==> src/rtl/program_loader_pkg.sv <==
// program_loader_pkg
// Shared widths, default parameter values, load address and FSM state
// encoding for the program loader and its byte-to-word assembler.
package program_loader_pkg;

    localparam int unsigned BYTE_WIDTH                   = 8;
    localparam int unsigned HEADER_WIDTH                 = 16;
    localparam int unsigned ADDRESS_STRIDE               = 4;
    localparam int unsigned DEFAULT_INSTRUCTION_WIDTH    = 32;
    localparam int unsigned DEFAULT_ADDRESS_BUS_WIDTH    = 12;
    localparam int unsigned DEFAULT_PROGRAM_LOAD_ADDRESS = 'h800;
    localparam int unsigned DEFAULT_MAX_WORDS            = 512;

    typedef enum logic [2:0] {
        LEN_HI = 3'd0,
        LEN_LO = 3'd1,
        DATA   = 3'd2,
        WRITE  = 3'd3,
        DONE   = 3'd4,
        ERROR  = 3'd5
    } loaderState_t;

    // Byte counter width for a word of instructionWidth bits; a single-byte
    // word still gets a one-bit counter so the port never collapses to zero.
    function automatic int unsigned byteCountWidth(input int unsigned instructionWidth);
        int unsigned bytesPerWord;
        bytesPerWord = instructionWidth / BYTE_WIDTH;
        return (bytesPerWord > 1) ? $clog2(bytesPerWord) : 1;
    endfunction

endpackage

==> src/rtl/loader_shift_reg.sv <==
// loader_shift_reg
// Assembles a byte stream into an instruction word, first byte ending up in
// the most significant position, and counts bytes within the current word.
//   mainClock   in   clock
//   reset       in   asynchronous active-high reset
//   shiftEnable in   shift byteIn into the word and advance the byte counter
//   clearCount  in   restart the byte counter for the next word
//   byteIn      in   incoming byte
//   word        out  assembled (registered) word
//   lastByte    out  the next accepted byte completes the word
module loader_shift_reg
    import program_loader_pkg::*;
#(
    parameter int unsigned INSTRUCTION_WIDTH = DEFAULT_INSTRUCTION_WIDTH
) (
    input  logic                         mainClock,
    input  logic                         reset,
    input  logic                         shiftEnable,
    input  logic                         clearCount,
    input  logic [7:0]                   byteIn,
    output logic [INSTRUCTION_WIDTH-1:0] word,
    output logic                         lastByte
);

    localparam int unsigned BYTES_PER_WORD = INSTRUCTION_WIDTH / BYTE_WIDTH;
    localparam int unsigned COUNT_WIDTH    = byteCountWidth(INSTRUCTION_WIDTH);
    localparam logic [COUNT_WIDTH-1:0] LAST_INDEX = COUNT_WIDTH'(BYTES_PER_WORD - 1);

    logic [COUNT_WIDTH-1:0] byteCount;

    always_ff @(posedge mainClock or posedge reset) begin
        if (reset) begin
            word      <= '0;
            byteCount <= '0;
        end else begin
            if (shiftEnable) begin
                word <= (word << BYTE_WIDTH) | INSTRUCTION_WIDTH'(byteIn);
            end
            if (clearCount) begin
                byteCount <= '0;
            end else if (shiftEnable) begin
                byteCount <= byteCount + COUNT_WIDTH'(1);
            end
        end
    end

    assign lastByte = (byteCount == LAST_INDEX);

endmodule

==> src/rtl/program_loader.sv <==
// program_loader
// Receives a program over a byte stream (16-bit big-endian word count, then
// the words MSB first), writes each word to instruction RAM and holds the CPU
// in reset until the whole program has been written.
//   mainClock  in   clock
//   reset      in   asynchronous active-high reset
//   restart    in   begin a new load from DONE or ERROR
//   rxData     in   program byte
//   rxValid    in   rxData valid
//   rxReady    out  a byte is accepted this cycle if rxValid is high
//   ramAddress out  instruction RAM byte address
//   ramData    out  assembled instruction word
//   ramWrite   out  single-cycle RAM write strobe
//   cpuReset   out  CPU held in reset
//   loadDone   out  program completely written (sticky)
//   loadError  out  header rejected (sticky)
//
// state  | meaning
// LEN_HI | waiting for word-count high byte
// LEN_LO | waiting for word-count low byte, then range check
// DATA   | collecting bytes of the current word
// WRITE  | one-cycle RAM write of the assembled word
// DONE   | program loaded, CPU released
// ERROR  | word count out of range, CPU kept in reset
module program_loader
    import program_loader_pkg::*;
#(
    parameter int unsigned                  INSTRUCTION_WIDTH    = DEFAULT_INSTRUCTION_WIDTH,
    parameter int unsigned                  ADDRESS_BUS_WIDTH    = DEFAULT_ADDRESS_BUS_WIDTH,
    parameter logic [ADDRESS_BUS_WIDTH-1:0] PROGRAM_LOAD_ADDRESS = ADDRESS_BUS_WIDTH'(DEFAULT_PROGRAM_LOAD_ADDRESS),
    parameter int unsigned                  MAX_WORDS            = DEFAULT_MAX_WORDS
) (
    input  logic                         mainClock,
    input  logic                         reset,
    input  logic                         restart,
    input  logic [7:0]                   rxData,
    input  logic                         rxValid,
    output logic                         rxReady,
    output logic [ADDRESS_BUS_WIDTH-1:0] ramAddress,
    output logic [INSTRUCTION_WIDTH-1:0] ramData,
    output logic                         ramWrite,
    output logic                         cpuReset,
    output logic                         loadDone,
    output logic                         loadError
);

    loaderState_t            state;
    loaderState_t            nextState;
    logic [7:0]              headerHigh;
    logic [HEADER_WIDTH-1:0] headerCount;
    logic [HEADER_WIDTH-1:0] wordsLeft;
    logic                    byteAccepted;
    logic                    restartAccepted;
    logic                    wordLast;
    logic                    ramWriteNext;
    logic                    cpuResetNext;
    logic                    loadDoneNext;
    logic                    loadErrorNext;

    // Ready is the only output not taken straight from a flop: gating it with
    // reset keeps it low during reset while still allowing a byte on the very
    // first edge after reset is released.
    assign rxReady = !reset && ((state == LEN_HI) || (state == LEN_LO) || (state == DATA));

    assign byteAccepted    = rxValid && rxReady;
    assign restartAccepted = restart && ((state == DONE) || (state == ERROR));
    assign headerCount     = {headerHigh, rxData};

    always_ff @(posedge mainClock or posedge reset) begin
        if (reset) begin
            state     <= LEN_HI;
            ramWrite  <= 1'b0;
            cpuReset  <= 1'b1;
            loadDone  <= 1'b0;
            loadError <= 1'b0;
        end else begin
            state     <= nextState;
            ramWrite  <= ramWriteNext;
            cpuReset  <= cpuResetNext;
            loadDone  <= loadDoneNext;
            loadError <= loadErrorNext;
        end
    end

    always_comb begin
        nextState = state;
        case (state)
            LEN_HI: begin
                if (byteAccepted) nextState = LEN_LO;
            end
            LEN_LO: begin
                if (byteAccepted) begin
                    if (headerCount == '0) begin
                        nextState = DONE;
                    end else if (32'(headerCount) > MAX_WORDS) begin
                        nextState = ERROR;
                    end else begin
                        nextState = DATA;
                    end
                end
            end
            DATA: begin
                if (byteAccepted && wordLast) nextState = WRITE;
            end
            WRITE: begin
                // terminal compare before the decrement lands
                nextState = (wordsLeft == HEADER_WIDTH'(1)) ? DONE : DATA;
            end
            DONE, ERROR: begin
                if (restart) nextState = LEN_HI;
            end
            default: nextState = LEN_HI;
        endcase
    end

    // Outputs are decoded from the next state and registered, so they change
    // in the same cycle the state register does.
    always_comb begin
        ramWriteNext  = (nextState == WRITE);
        cpuResetNext  = (nextState != DONE);
        loadDoneNext  = (nextState == DONE);
        loadErrorNext = (nextState == ERROR);
    end

    always_ff @(posedge mainClock or posedge reset) begin
        if (reset) begin
            headerHigh <= '0;
            wordsLeft  <= '0;
            ramAddress <= PROGRAM_LOAD_ADDRESS;
        end else begin
            if ((state == LEN_HI) && byteAccepted) begin
                headerHigh <= rxData;
            end
            if ((state == LEN_LO) && byteAccepted) begin
                wordsLeft  <= headerCount;
                ramAddress <= PROGRAM_LOAD_ADDRESS;
            end
            if (state == WRITE) begin
                wordsLeft  <= wordsLeft - HEADER_WIDTH'(1);
                ramAddress <= ramAddress + ADDRESS_BUS_WIDTH'(ADDRESS_STRIDE);
            end
        end
    end

    loader_shift_reg #(
        .INSTRUCTION_WIDTH (INSTRUCTION_WIDTH)
    ) shiftReg (
        .mainClock   (mainClock),
        .reset       (reset),
        .shiftEnable ((state == DATA) && byteAccepted),
        .clearCount  ((state == WRITE) || restartAccepted),
        .byteIn      (rxData),
        .word        (ramData),
        .lastByte    (wordLast)
    );

endmodule

==> config.mk <==
export PLATFORM = sky130hd
export DESIGN_NAME = program_loader
export DESIGN_NICKNAME = d
export VERILOG_FILES = /design/src/rtl/program_loader_pkg.sv /design/src/rtl/loader_shift_reg.sv /design/src/rtl/program_loader.sv
export SDC_FILE = /design/constraint.sdc
export NUM_CORES = 1
export LEC_CHECK = 0
export ABC_CLOCK_PERIOD_IN_PS = 3700
export CAP_MARGIN = 30
export CORE_MARGIN = 2
export CORE_UTILIZATION = 56
export CTS_CLUSTER_DIAMETER = 60
export CTS_CLUSTER_SIZE = 24
export DETAILED_ROUTE_END_ITERATION = 16
export PLACE_DENSITY = 0.87
export SETUP_SLACK_MARGIN = 0.5
export SYNTH_ARGS = -nofsm -noshare
export SYNTH_HDL_FRONTEND = slang
export SYNTH_SLANG_ARGS = --single-unit
==> constraint.sdc <==
create_clock -name mainClock -period 3.7 [get_ports mainClock]
set_input_delay 0.37 -clock mainClock [delete_from_list [all_inputs] [get_ports mainClock]]
set_output_delay 0.37 -clock mainClock [all_outputs]
set_load 0.05 [all_outputs]
==> out/results.txt, run 1 <==
status -> finished, final reports clean
clock root cell -> clkbuf_8
Layout area overhead -> 25.1%
Worst setup SP type -> flip-flop
Total Power Consumption -> 2.71 mW
Via density -> 6.00
CTS tree -> built
via count -> 2544
DRC -> 0
min Tclk post-route -> 2.39 ns
IO Port Bufs -> 58
share of cells above drive strength 1 -> 18.1%
setup violators final -> 0
Clock Sinks -> 75
Yosys Warn Count -> 0
Compound-Gate Fraction of Synth Area -> 11.0%
final WL -> 7.30 mm
post-CTS setup buffer count -> 0
Synth async-reset ratio -> 100%
Slew @ Worst Pin -> 0.909 ns
Die W -> 81.1 µm
area of the die -> 6580 µm²
hold path start -> shiftReg.word[25]$_DFFE_PP0P_
nets -> 361
First DRT Iteration DRCs -> 177
Yosys top cell area share -> 54.8%
Reg2Reg Launch Point -> state[0]$_DFF_PP0_
worst-skew pair later-pin latency -> 0.35 ns
critical path arrival -> 2.62 ns
Slew HR -> 39.4%
Post-Synthesis Cells -> 286
Fin Clk Skew -> 0.00941 ns
register area share after synthesis -> 56.4%
drt first pass iters -> 5
gr usage total -> 24.3%
first-pass GRT wire length -> 12.1 mm
fin crit share -> 64.6%
largest net degree at the start of global routing -> 76
post-synth top area cell -> dfrtp_1
Post-Synth XOR/XNOR Area -> 1.31%
IO Count -> 61
Post-synth EDFFs -> 0
CP required -> 3.93 ns
Initial Util -> 56.9%
RR Endpoint -> wordsLeft[11]$_DFFE_PP0P_
Setup Crit Path Kind -> flip-flop to flip-flop
Synth Area in Adders -> 1.50%
FF-to-FF path depth -> 5
CTS Buffer Depth -> 2
CP max FO -> 14
synth unique cells -> 45
Hold Vio Cnt, Final -> 0
Site Rows -> 28
largest family of logic cells by synthesized area -> multiplexers
endpoint type of the worst setup path -> flip-flop
drt wl/cell -> 17.2 µm
reg2reg setup slack -> 1.31 ns
total congestion overflow -> 0
post-CTS resize count -> 0
leak pwr -> 1.85 nW
Yosys reg bits -> 75
post-place setup slack -> 1.21 ns
multiplexer area fraction after synthesis -> 13.8%
Endpoint, Worst Hold -> shiftReg.word[25]$_DFFE_PP0P_
post-route core utilization -> 71.2%
total clock buffers created by CTS -> 9
detailed placement HPWL -> 4.85 mm
CTS H-tree depth -> 3
Slew Limit Fails -> 0
top cells by area, synth -> dfrtp_1, mux2_2, nand2_1
number of global-route vias before repair -> 2485
RSZ-0062 raised after global routing -> no
CTS Hold Bufs -> 0
ANT cells -> 0
PnR worst setup slack -> 1.31 ns
HP Class -> flip-flop to flip-flop
Final TNS setup -> 0 ns
chip height -> 81.1 µm
Post-Synth Simple-Gate Area -> 13.3%
hold path depth -> 1
power per cell area -> 651 nW/µm²
Worst IR Drop VDD -> 0.000404 V
Synth Flop Type -> dfrtp_1
Max Cap Violations -> 0
Antenna Nets Post-Route -> 0
clock slew at reported path FFs -> 0.08 ns
WHS -> 0.507 ns
Achievable Freq -> 418 MHz
mean post-synth cell area -> 11.6 µm²
RePlAce Congestion -> 0.827
post-synthesis cell area -> 3330 µm²
core box area -> 5850 µm²
initial antenna violation count -> 0
==> kinds of logic (layout without fill, tap and decap cells) <==
group | count (synthesis) | in the layout
buf+inv | 20 | 82
xor+xnor | 5 | 5
fa+ha+maj | 4 | 4
flops | 75 | 75
compound gates | 53 | 53
other cells | 1 | 2
simple gates | 87 | 87
mux | 41 | 41
==> state kept, by name (all words and copies together), names as in the netlist <==
signal	cells
cpuReset	1
headerHigh	8
loadDone	1
loadError	1
ramAddress	10
ramWrite	1
shiftReg.byteCount	2
shiftReg.word	32
state	3
wordsLeft	16
==> cell usage after synthesis, types with 4 or more instances <==
cell type / number
or4_1: 4
mux2_2: 40
nand2_1: 29
nor4_1: 5
a21oi_1: 5
ha_1: 4
clkbuf_1: 9
o211ai_1: 7
nand3_1: 14
nor2_1: 11
inv_1: 7
o311ai_0: 6
nor3_1: 4
o21ai_0: 16
nand4_1: 7
dfrtp_1: 73
==> worst max path at each step <==
stage,start,to,cells past startpoint
2_1_floorplan,reset,headerHigh[0]$_DFFE_PP0P_,1
3_3_place_gp,reset,cpuReset$_DFF_PP1_,5
3_5_place_dp,reset,cpuReset$_DFF_PP1_,5
4_1_cts,state[0]$_DFF_PP0_,wordsLeft[11]$_DFFE_PP0P_,5
5_1_grt,state[0]$_DFF_PP0_,wordsLeft[11]$_DFFE_PP0P_,5
6_report,state[0]$_DFF_PP0_,wordsLeft[11]$_DFFE_PP0P_,5
==> routing by layer <==
layer	global-route usage [%]	share of wire, %	vias up
met5	0	0	-
met4	9.32	1.8	0
met3	6.56	5.8	13
met2	38.4	49	94
met1	32.3	43	1255
li1	-	-	1182
==> through the flow <==
step / cell area [µm²] / std cells
6_report: 4170 / 424
5_1_grt: 4170 / 424
4_1_cts: 4170 / 424
3_5_place_dp: 3970 / 409
3_3_place_gp: 3970 / 409
2_1_floorplan: 3330 / 287
==> worst max-delay path: stages, from the launching register on <==
cell	delay, ns
dfrtp_1	0.53
and3b_1	0.52
nand2_1	0.32
nor4_2	0.51
a21oi_1	0.12
a221o_1	0.27
==> cell usage in the layout, fill, tap and decap left out, types with 2 or more instances in the layout <==
| master | count |
|---|---|
| nor2b_1 | 3 |
| a221o_1 | 2 |
| clkdlybuf4s50_1 | 58 |
| a32oi_1 | 2 |
| conb_1 | 2 |
| nor3_1 | 4 |
| o211ai_1 | 7 |
| xnor2_1 | 2 |
| a21oi_1 | 5 |
| o311ai_0 | 6 |
| dfrtp_1 | 73 |
| or4_1 | 4 |
| clkbuf_8 | 10 |
| ha_1 | 4 |
| a31oi_1 | 2 |
| o2111ai_1 | 2 |
| or3_1 | 2 |
| xor2_1 | 3 |
| nand3_1 | 14 |
| a22o_1 | 2 |
| and3_1 | 3 |
| clkinvlp_4 | 2 |
| buf_4 | 2 |
| inv_1 | 6 |
| mux2_2 | 40 |
| dfstp_2 | 2 |
| nor2_1 | 11 |
| nand2_1 | 29 |
| nor4_1 | 5 |
| o21ai_0 | 16 |
| nand4_1 | 7 |
==> final cells by class <==
| cell class | count | area, µm² |
|---|---|---|
| Sequential cell | 75 | 1880 |
| Tap cell | 75 | 93.8 |
| Clock buffer | 10 | 138 |
| Multi-Input combinational cell | 192 | 1370 |
| Fill cell | 410 | 1690 |
| Inverter | 7 | 26.3 |
| Clock inverter | 5 | 62.6 |
| Timing Repair Buffer | 60 | 596 |
==> report_power, final <==
part / internal, mW / switching [mW]
logic: 0.325 / 0.512
clock network: 0.329 / 0.304
registers: 1.02 / 0.220
total: 1.68 / 1.04
No activity file was read; power rests on OpenSTA's default activity.
==> inputs of run 2 (changes only) <==
Settings changed: ABC_CLOCK_PERIOD_IN_PS 3700 to 2380, CORE_UTILIZATION 56 to 52, PLACE_DENSITY 0.87 to 0.81.
Clock period 3.7 ns to 2.38 ns, I/O delays scaled along.
==> run 2 against run 1 <==
Setup slack got worse by 0.95 ns. Core utilization decreased by 2.6 points. Cell count increased by 3.1%. Fmax increased by 18%. Sequential cell count unchanged. Hold slack got worse by 0.086 ns. Global-route usage decreased by 1.7 points. Sequential share of layout area decreased by 1.4 points. First-iteration DRC count increased by 12%. Critical path depth decreased by 1. Count of clock-buffer cells in the layout unchanged. Non-clock buffer count increased by 11. Largest cell class unchanged. Largest power group unchanged.
==> out/results.txt, run 2 (synthesis results as in run 1) <==
status -> finished, final reports clean
Reg2Reg Launch Point -> wordsLeft[5]$_DFFE_PP0P_
min Tclk post-route -> 2.02 ns
Final TNS setup -> 0 ns
Fin Clk Skew -> 0.00855 ns
area of the die -> 7060 µm²
power per cell area -> 987 nW/µm²
Max Cap Violations -> 0
via count -> 2574
detailed placement HPWL -> 5.05 mm
worst-skew pair later-pin latency -> 0.35 ns
slowest CP cell -> or4_4
IO Count -> 61
endpoint type of the worst setup path -> flip-flop
CTS tree -> built
Crit path depth -> 4
First DRT Iteration DRCs -> 199
Die W -> 84.0 µm
CTS Buffer Depth -> 2
sequence of cells on the critical path -> or4_4, or3_4, o311a_1, a221o_1
drt wl/cell -> 17.0 µm
placed inst area -> 4020 µm²
number of global-route vias before repair -> 2580
nets -> 372
IO Port Bufs -> 58
HP Class -> primary input to asynchronous set/reset pin
Slew @ Worst Pin -> 0.539 ns
CP max FO -> 5
DRC -> 0
most frequent cells in the layout -> dfrtp_1, clkdlybuf4s50_1, mux2_2, nand2_1, o21ai_0
Achievable Freq -> 495 MHz
Clock Sinks -> 75
final WL -> 7.44 mm
RePlAce Congestion -> 0.806
gr usage total -> 22.6%
clock root cell -> clkbuf_8
most common cell after layout, fill and taps aside -> dfrtp_1
Worst IR Drop VDD -> 0.000601 V
core box area -> 6280 µm²
Slew Limit Fails -> 0
Initial Util -> 53.1%
fin area -> 4310 µm²
Slew HR -> 63.9%
Hold Vio Cnt, Final -> 0
initial antenna violation count -> 0
top flop regs -> shiftReg.word x32, wordsLeft x16, ramAddress x10
largest net degree at the start of global routing -> 76
Critical Path End -> wordsLeft[9]$_DFFE_PP0P_
Layout area overhead -> 29.3%
RR Endpoint -> wordsLeft[9]$_DFFE_PP0P_
FF-to-FF path depth -> 4
Antenna Nets Post-Route -> 0
RSZ-0062 raised after global routing -> yes
drt first pass iters -> 4
Worst Setup SP -> wordsLeft[5]$_DFFE_PP0P_
number of flip-flops in the largest register -> 32
share of cells above drive strength 1 -> 24.4%
crit path buf inv count -> 0
ANT cells -> 0
CTS H-tree depth -> 3
total clock buffers created by CTS -> 9
clock slew at reported path FFs -> 0.08 ns
reg2reg setup slack -> 0.36 ns
fin crit share -> 84.8%
Via density -> 5.89
Reg with most FFs -> shiftReg.word
critical path arrival -> 2.25 ns
first-pass GRT wire length -> 12.6 mm
chip height -> 84.0 µm
setup violators final -> 0
Setup Crit Path Kind -> flip-flop to flip-flop
leak pwr -> 1.94 nW
total congestion overflow -> 0
Worst setup SP type -> flip-flop
CTS Hold Bufs -> 0
Site Rows -> 29
CP required -> 2.61 ns
CP max stage delay -> 0.60 ns
CP top delay family -> simple AND/OR/NAND/NOR gates
## run 2: changes by cell type in the layout (fill, tap and decap cells not counted), moves of 3 or more
| cell | change |
|---|---|
| buf_4 | +11 |
| clkdlybuf4s50_1 | -6 |
| dlygate4sd2_1 | +4 |
| nor4_1 | -3 |
## run 2: metrics by stage
| step | utilization (%) | worst slack [ns] | instances | power, mW | hold slack, ns |
|---|---|---|---|---|---|
| after CTS | 67.7 | 0.373 | 434 | 4.20 | 0.442 |
| after detailed placement | 64.1 | 0.160 | 416 | 3.24 | 0.484 |
| after floorplan | - | 0.362 | 287 | 2.81 | 0.354 |
| after global placement | 64.1 | 0.244 | 416 | 3.18 | 0.473 |
| after global routing | 68.6 | 0.336 | 437 | 4.48 | 0.462 |
| final | 68.6 | 0.361 | 437 | 4.25 | 0.421 |
## run 2: worst min-delay path by stage
stage,to,cells past startpoint
after floorplan,wordsLeft[4]$_DFFE_PP0P_,2
after global placement,wordsLeft[15]$_DFFE_PP0P_,2
after detailed placement,wordsLeft[15]$_DFFE_PP0P_,2
after CTS,shiftReg.byteCount[0]$_DFFE_PP0P_,3
after global routing,shiftReg.byteCount[0]$_DFFE_PP0P_,3
final,ramAddress[10]$_DFFE_PP0P_,3
## run 2: cell type report
type | instances | area [µm²]
clock buffers | 10 | 138
clock inverters | 5 | 37.5
fillers | 479 | 1970
inverters | 7 | 30.0
multi-input cells | 192 | 1440
flip-flops and latches | 75 | 1880
well taps | 77 | 96.3
repair buffers | 71 | 686
## run 2: what timing repair did
| action | CTS | global route |
|---|---|---|
| pin swaps | 2 | 3 |
| endpoints found under the setup margin | 15 | 51 |
| gates resized for setup | 13 | 10 |
| gates cloned | 0 | 0 |
| setup buffers | 3 | 3 |
| hold endpoints to repair | 0 | 0 |
## run 2: where the power goes
part           leakage (nW)  switching [mW]  internal (mW)
sequential            0.988           0.344           1.59
clock                0.0852           0.480          0.406
combinational         0.862           0.841          0.588
## run 2: worst reg2reg max path, stage by stage (launching register included)
cell,delay (ns)
dfrtp_1,0.38
or4_4,0.60
or3_4,0.35
o311a_1,0.30
a221o_1,0.26
## run 2: metal layers
| metal | track usage, % | wire length [µm] |
|---|---|---|
| met4 | 9.38 | 108 |
| met5 | 0 | 0 |
| met2 | 35.9 | 3810 |
| met1 | 30.9 | 3180 |
| met3 | 3.76 | 339 |
==> inputs of run 3 (changes only) <==
Settings changed: ABC_CLOCK_PERIOD_IN_PS 2380 to 2000.
Clock period 2.38 ns to 2 ns, I/O delays scaled along.
==> run 3 against run 2 <==
Clock skew down 0.0012 ns. Via count grew 11%. Cell count increased by 8.5%. Non-clock buffer count rose by 36. Fmax up 1.6%. Routed wire length rose by 21%. Highest routed layer unchanged. Setup slack got worse by 0.35 ns.
==> out/results.txt, run 3 (synthesis results as in run 1) <==
status -> finished, final reports clean
total clock buffers created by CTS -> 9
Initial Util -> 53.1%
Clock power frac -> 19.7%
Layout area overhead -> 41.6%
Achievable Freq -> 503 MHz
WHS -> 0.306 ns
Max Cap Violations -> 0
power per cell area -> 1180 nW/µm²
Reg power frac -> 40.4%
CTS H-tree depth -> 3
CTS Hold Bufs -> 0
Slew HR -> 66.0%
post-place setup slack -> -0.0500 ns
chip height -> 84.0 µm
Slew @ Worst Pin -> 0.512 ns
most frequent cells in the layout -> dfrtp_1, mux2_2, buf_4, nand2_1, clkdlybuf4s15_1
Clock Sinks -> 75
critical path arrival -> 2.23 ns
endpoint type of the worst setup path -> flip-flop
clock slew at reported path FFs -> 0.08 ns
most common cell after layout, fill and taps aside -> dfrtp_1
initial antenna violation count -> 0
post-route insts no fill -> 474
min Tclk post-route -> 1.99 ns
gr usage total -> 24.4%
design internal power -> 3.31 mW
placed insts -> 435
drt wl/cell -> 19.0 µm
DRC -> 0
First DRT Iteration DRCs -> 194
CTS Buffer Depth -> 2
IO Count -> 61
Reg with most FFs -> shiftReg.word
PnR worst setup slack -> 0.0129 ns
number of global-route vias before repair -> 2701
Hold Vio Cnt, Final -> 0
combinational power share -> 39.9%
CP required -> 2.24 ns
fin crit share -> 99.4%
top flop regs -> shiftReg.word x32, wordsLeft x16, ramAddress x10
Fin Clk Skew -> 0.00739 ns
leak pwr -> 2.24 nW
total congestion overflow -> 0
Setup Crit Path Kind -> flip-flop to flip-flop
detailed placement HPWL -> 5.39 mm
CTS tree -> built
nets -> 408
Slew Limit Fails -> 0
RSZ-0062 raised after global routing -> yes
switch share -> 40.4%
via count -> 2860
CP max FO -> 4
Die W -> 84.0 µm
RePlAce Congestion -> 0.961
clock root cell -> clkbuf_8
number of flip-flops in the largest register -> 32
Worst setup SP type -> flip-flop
drt first pass iters -> 4
worst-skew pair later-pin latency -> 0.36 ns
area of the die -> 7060 µm²
P_sw -> 2.25 mW
final WL -> 9.02 mm
Site Rows -> 29
largest net degree at the start of global routing -> 52
Total Power Consumption -> 5.56 mW
share of cells above drive strength 1 -> 39.5%
first-pass GRT wire length -> 13.5 mm
Via density -> 6.03
setup violators final -> 0
HP Class -> primary input to asynchronous set/reset pin
placed inst area -> 4200 µm²
fin area -> 4720 µm²
core box area -> 6280 µm²
Worst IR Drop VDD -> 0.000964 V
Antenna Nets Post-Route -> 0
IO Port Bufs -> 58
FF-to-FF path depth -> 4
ANT cells -> 0
## run 3: cell count changes in the layout (fill, tap and decap cells not counted), sizes merged
cell	previous run	this run
dlymetal6s2s	1	0
clkbuf	10	20
clkdlybuf4s50	52	11
inv	8	9
buf	14	49
clkdlybuf4s15	0	24
dlygate4sd2	4	13
## run 3: power groups by stage
stage	Clock (mW)	Combinational, mW	Sequential (mW)
floorplan	0	0.784	2.57
global placement	0	1.75	2.21
detailed placement	0	1.82	2.23
CTS	1.11	1.97	2.20
global route	1.18	2.35	2.29
finish	1.09	2.22	2.25
## run 3: final cells by class
cell class / instances / area [µm²]
Inverter: 7 / 30.0
Timing Repair Buffer: 107 / 990
Tap cell: 77 / 96.3
Clock inverter: 6 / 46.3
Sequential cell: 75 / 1880
Clock buffer: 10 / 138
Fill cell: 407 / 1560
Multi-Input combinational cell: 192 / 1530
## run 3: path summary, 6_finish.rpt
check | slack, ns | from | to
worst max-delay path | 0.01 | wordsLeft[3]$_DFFE_PP0P_ | wordsLeft[9]$_DFFE_PP0P_
worst max register to register | 0.01 | wordsLeft[3]$_DFFE_PP0P_ | wordsLeft[9]$_DFFE_PP0P_
min in group mainClock | 0.50 | shiftReg.word[26]$_DFFE_PP0P_ | shiftReg.word[26]$_DFFE_PP0P_
max in group asynchronous | 1.15 | reset | state[2]$_DFF_PP0_
worst min-delay path | 0.31 | reset | ramWrite$_DFF_PP0_
worst min register to register | 0.50 | shiftReg.word[26]$_DFFE_PP0P_ | shiftReg.word[26]$_DFFE_PP0P_
## run 3: layer usage
layer / up-vias / part of all wire (%) / track usage (%)
met2: 129 / 53 / 40.3
met3: 18 / 5.5 / 5.04
met1: 1444 / 40 / 32.4
met5: - / 0 / 0
met4: 0 / 1.8 / 7.62
li1: 1269 / - / -
## run 3: repair_timing
action	CTS	global route
gates resized for setup	87	59
setup buffers	9	13
endpoints found under the hold margin	0	0
pin swaps	5	7
setup endpoints to repair	115	59
gates cloned	0	1
## run 3: metrics by stage
stage	setup TNS, ns	utilization, %
floorplan	-0.0169	-
global placement	-0.0894	67.0
detailed placement	-0.153	67.0
CTS	0	71.7
global route	-0.0374	75.1
finish	0	75.1
## run 3: worst max-delay path: stages (launching register included)
cell and delay, ns:
dfrtp_1 0.39, or4_4 0.58, or3_4 0.35, o311a_1 0.30, a221o_1 0.26
